File: src/rtl/pwm_line_loader.sv
`default_nettype none
// ============================================================================
//  Module   : pwm_line_loader
//  Purpose  : FIFO-buffered byte feeder. Replays STAGE-byte bursts framed by
//             a start pulse into the PWM data-shift input.
//  Revision : 1.0  initial release
// ============================================================================
module pwm_line_loader #(
   parameter int STAGE      = 8,
   parameter int DWIDTH     = 8,
   parameter int DEPTH      = 32,
   parameter int GAP_CYCLES = 2
) (
   input  logic                     clkfordata,
   input  logic                     rst_n,
   input  logic                     in_valid,
   output logic                     in_ready,
   input  logic [DWIDTH-1:0]        in_data,
   input  logic                     pwm_ready,
   output logic                     start,
   output logic [DWIDTH-1:0]        data,
   output logic                     burst_active,
   output logic                     line_done,
   output logic [$clog2(DEPTH):0]   level,
   output logic [15:0]              line_count
);

   localparam int AW = $clog2(DEPTH);
   localparam int LW = AW + 1;
   localparam int IW = (STAGE > 1) ? $clog2(STAGE) : 1;
   localparam int GW = (GAP_CYCLES > 1) ? $clog2(GAP_CYCLES) : 1;

   localparam logic [LW-1:0] LVL_STAGE = LW'(STAGE);
   localparam logic [LW-1:0] LVL_DEPTH = LW'(DEPTH);
   localparam logic [IW-1:0] IDX_LAST  = IW'(STAGE - 1);
   localparam logic [GW-1:0] GAP_LAST  = GW'((GAP_CYCLES > 0) ? GAP_CYCLES - 1 : 0);

   typedef enum logic [1:0] {
      IDLE  = 2'd0,
      BURST = 2'd1,
      GAP   = 2'd2
   } state_t;

   state_t              state;
   logic [IW-1:0]       idx;
   logic [GW-1:0]       gap_cnt;
   logic [AW-1:0]       wr_ptr;
   logic [AW-1:0]       rd_ptr;
   logic [DWIDTH-1:0]   mem [DEPTH];

   logic                launch;
   logic                push;
   logic                pop;

   // Launch decision uses the registered level, so a byte written on the
   // same edge cannot complete a line early.
   assign launch   = (state == IDLE) && (level >= LVL_STAGE) && pwm_ready;
   assign pop      = launch || ((state == BURST) && (idx != IDX_LAST));
   assign in_ready = (level != LVL_DEPTH);
   assign push     = in_valid && in_ready;

   always_ff @(posedge clkfordata) begin
      if (push) begin
         mem[wr_ptr] <= in_data;
      end
   end

   always_ff @(posedge clkfordata or negedge rst_n) begin
      if (!rst_n) begin
         wr_ptr <= '0;
         rd_ptr <= '0;
         level  <= '0;
      end else begin
         if (push) begin
            wr_ptr <= wr_ptr + 1'b1;
         end
         if (pop) begin
            rd_ptr <= rd_ptr + 1'b1;
         end
         if (push && !pop) begin
            level <= level + 1'b1;
         end else if (pop && !push) begin
            level <= level - 1'b1;
         end
      end
   end

   // idx is the index of the byte currently on data.
   always_ff @(posedge clkfordata or negedge rst_n) begin
      if (!rst_n) begin
         state        <= IDLE;
         idx          <= '0;
         gap_cnt      <= '0;
         start        <= 1'b0;
         data         <= '0;
         burst_active <= 1'b0;
         line_done    <= 1'b0;
         line_count   <= '0;
      end else begin
         start     <= 1'b0;
         line_done <= 1'b0;
         case (state)
            IDLE: begin
               data         <= '0;
               burst_active <= 1'b0;
               if (launch) begin
                  state        <= BURST;
                  start        <= 1'b1;
                  data         <= mem[rd_ptr];
                  burst_active <= 1'b1;
                  idx          <= '0;
               end
            end
            BURST: begin
               if (idx == IDX_LAST) begin
                  data         <= '0;
                  burst_active <= 1'b0;
                  line_done    <= 1'b1;
                  line_count   <= line_count + 16'd1;
                  gap_cnt      <= '0;
                  state        <= (GAP_CYCLES == 0) ? IDLE : GAP;
               end else begin
                  data <= mem[rd_ptr];
                  idx  <= idx + 1'b1;
               end
            end
            GAP: begin
               if (gap_cnt == GAP_LAST) begin
                  state <= IDLE;
               end else begin
                  gap_cnt <= gap_cnt + 1'b1;
               end
            end
            default: begin
               state        <= IDLE;
               data         <= '0;
               burst_active <= 1'b0;
            end
         endcase
      end
   end

endmodule
`default_nettype wire

File: config.mk
export PLATFORM = sky130hd
export DESIGN_NAME = pwm_line_loader
export DESIGN_NICKNAME = d
export VERILOG_FILES = /design/src/rtl/pwm_line_loader.sv
export SDC_FILE = /design/constraint.sdc
export NUM_CORES = 1
export LEC_CHECK = 0
export ABC_AREA = 1
export CAP_MARGIN = 20
export CORE_MARGIN = 2
export CORE_UTILIZATION = 40
export CTS_CLUSTER_DIAMETER = 80
export DETAILED_ROUTE_END_ITERATION = 10
export HOLD_SLACK_MARGIN = 0.03
export SETUP_SLACK_MARGIN = 0.2
export SYNTH_ARGS = -nofsm -noshare
export SYNTH_HDL_FRONTEND = slang
export SYNTH_SLANG_ARGS = --single-unit
File: constraint.sdc
create_clock -name clkfordata -period 4.7 [get_ports clkfordata]
set_input_delay 0.47 -clock clkfordata [delete_from_list [all_inputs] [get_ports clkfordata]]
set_output_delay 0.47 -clock clkfordata [all_outputs]
set_load 0.05 [all_outputs]
==> flow_metrics.env <==
export IMPL_status="completed"
export IMPL_areaGrowthSynthToFinish_pct=14.9
export IMPL_yosysWarningCount=0
export IMPL_clock_latency_ps=500
export IMPL_powerDensity_mw_per_mm2=628
export IMPL_dr_total_vias=8682
export IMPL_fin_crit_ps=2960
export IMPL_vdd_drop_max_v=0.000313
export IMPL_finClkSkew_ps=18.0
export IMPL_start_util=0.407
export IMPL_ys_seq_area_frac=0.673
export IMPL_setup_tns_ps=0
export IMPL_maxSlewViolCount=0
export IMPL_placed_area_mm2=0.0140
export IMPL_crit_fanout=17
export IMPL_yosysTopAreaCell="edfxtp_1"
export IMPL_ctsHtreeMaxLevel=2
export IMPL_drive_gt1_frac=0.0689
export IMPL_io_buffers=45
export IMPL_grt_pass1_wl_mm=47.8
export IMPL_viasPerCell=4.92
export IMPL_hpwl_mm=18.2
export IMPL_ant_nets=0
export IMPL_synth_edf_count=256
export IMPL_clockRootBuffer="clkbuf_16"
export IMPL_wirelength_mm=30.5
export IMPL_required_ps=5130
export IMPL_synth_area_mm2=0.0132
export IMPL_die_area_mm2=0.0346
export IMPL_floorplan_rows=66
export IMPL_die_h_um=186
export IMPL_async_flop_share=0.161
export IMPL_ys_top_cells_by_area="edfxtp_1, nand2_1, dfrtp_1"
export IMPL_layout_nets=1323
export IMPL_die_x_um=186
export IMPL_yosysTopAreaCellShare=0.581
export IMPL_maxSlewHeadroom=0.436
export IMPL_leakage_nw=6.30
export IMPL_rsz0062_at_grt="no"
export IMPL_wl_per_cell_um=17.3
export IMPL_remaining_drc_errors=0
export IMPL_gp_congestion=0.866
export IMPL_clock_fmax_ghz=0.338
export IMPL_path_class="reg -> reg"
export IMPL_path_clk_slew_ps=60
export IMPL_synth_net_count=1279
export IMPL_worst_pin_slew_ps=842
export IMPL_timing_final_crit_share=0.629
export IMPL_grt_max_degree=73
export IMPL_finalSetupViolCount=0
export IMPL_final_area_mm2=0.0152
export IMPL_post_route_util=0.467
export IMPL_drt_first_pass_iters=5
export IMPL_synthCells=1252
export IMPL_clk_path_buf_depth=3
export IMPL_synth_distinct_cells=34
export IMPL_startpoint_type="register"
export IMPL_maxCapViolations=0
export IMPL_grt_ovfl_total=0
export IMPL_worstSetupEndpointType="register"
export IMPL_syn_area_per_cell_um2=10.6
export IMPL_synth_seq_cells=305
export IMPL_cts_tree="done"
export IMPL_num_io_pins=46
export IMPL_worstHoldPathType="in -> async"
export IMPL_arrival_ps=3390
export IMPL_antenna_found_initial=0
export IMPL_core_mm2=0.0325
export IMPL_drtIter0Drc=772
export IMPL_diodes=0
export IMPL_final_hold_violation_count=0
export IMPL_synth_main_ff_cell="edfxtp_1"
export IMPL_cts_sinks=305
export IMPL_numCtsBuffers=35
export IMPL_grt_pass1_vias=8542
export IMPL_grt_usage=0.182
## path summary, 6_finish.rpt
kind	start	cells past startpoint	to	slack, ps
max reg2reg	idx[0]	15	level[5]	1740
min in group clkfordata	line_count[15]	1	line_count[15]	470
max	idx[0]	15	level[5]	1740
min	rst_n	2	line_count[8]	400
max in group asynchronous	rst_n	3	rd_ptr[0]	3460
min reg2reg	line_count[15]	1	line_count[15]	470
## area by class of cell
class                   instances  area, µm²
fillers                      3004      17300
well taps                     442        553
clock buffers                  47       1000
multi-input cells             775       3530
flip-flops and latches        305       8920
repair buffers                 64        591
clock inverters                15        174
inverters                     115        434
## cells in the final DEF, fill, tap and decap left out, types with 12 or more instances in the layout
master and count:
nand2_1 463, edfxtp_1 256, nand3_1 170, inv_1 108, nor2_1 54, dfrtp_1 47
clkdlybuf4s50_1 42, clkbuf_16 38, xor2_1 20, buf_4 16, ha_1 14, o21ai_0 12
## state kept, by name, summed over array words and instances (netlist names)
register / cells
line_count: 16
line_done: 1
rd_ptr: 5
wr_ptr: 5
mem: 256
gap_cnt: 1
start: 1
idx: 3
state: 2
data: 8
level: 6
burst_active: 1
## synth_stat cells, types with 2 or more instances
cell      count
inv_2         4
clkinv_1      2
buf_2        27
buf_4         3
o211ai_1      2
nand4_1       3
ha_1         14
nand3_1     170
dfrtp_1      49
xnor2_1       7
o21ai_0      12
buf_6        13
xor2_1       20
edfxtp_1    256
buf_1         6
nor2_1       54
inv_1       108
nor2_4        3
nand2_1     463
o21ai_1       7
nor2_2        3
nor3_2        2
clkbuf_1      8
a21oi_1       6
## layer usage
layer,up-vias,GRT usage,part of all wire
li1,4206,-,-
met1,4149,0.254,0.44
met2,269,0.292,0.46
met3,58,0.0321,0.074
met4,0,0.0554,0.026
met5,-,0,0
## logic make-up (layout without fill, tap and decap cells)
family,Yosys count,after routing,share of synthesized area
xor gates and xnor gates,27,27,0.0179
AOI/OAI and AO/OA,30,30,0.0124
DFF,305,305,0.673
adders and majority gates,15,15,0.0147
and+or+nand+nor,703,703,0.222
buffers and inverters,172,241,0.0597
## worst max-delay path, stage by stage, from the launching register on
cell     delay [ps]
dfrtp_1         380
ha_1            210
ha_1            230
nor2_2          160
inv_1            70
nand2_2         270
inv_2            90
ha_1            250
inv_1           170
ha_1            290
a21oi_1         200
o21ai_0         110
a21oi_1         170
xor2_1          170
nand2_1          70
nand2_1          50
## report_power, final
group,total [mW],switching [mW],internal (mW),leakage (nW)
clock network,2.77,1.05,1.72,0.582
registers,3.44,0.205,3.23,2.93
logic,3.35,2.38,0.966,2.79
## through the flow
stage | worst slack [ps] | instances | total power, mW | hold slack, ps
after global routing | 1480 | 1763 | 10.1 | 415
after detailed placement | 1590 | 1699 | 6.81 | 362
final | 1740 | 1763 | 9.55 | 402
after CTS | 1760 | 1762 | 9.59 | 369
after floorplan | 1660 | 1252 | 5.85 | 174
after global placement | 1650 | 1698 | 6.75 | 360
## timing repair
item	in CTS	in global routing
buffers inserted	0	0
hold endpoints to repair	10	0
gates resized for setup	0	0
hold buffers	1	0
Note: power is estimated with default switching activity, not from simulation.
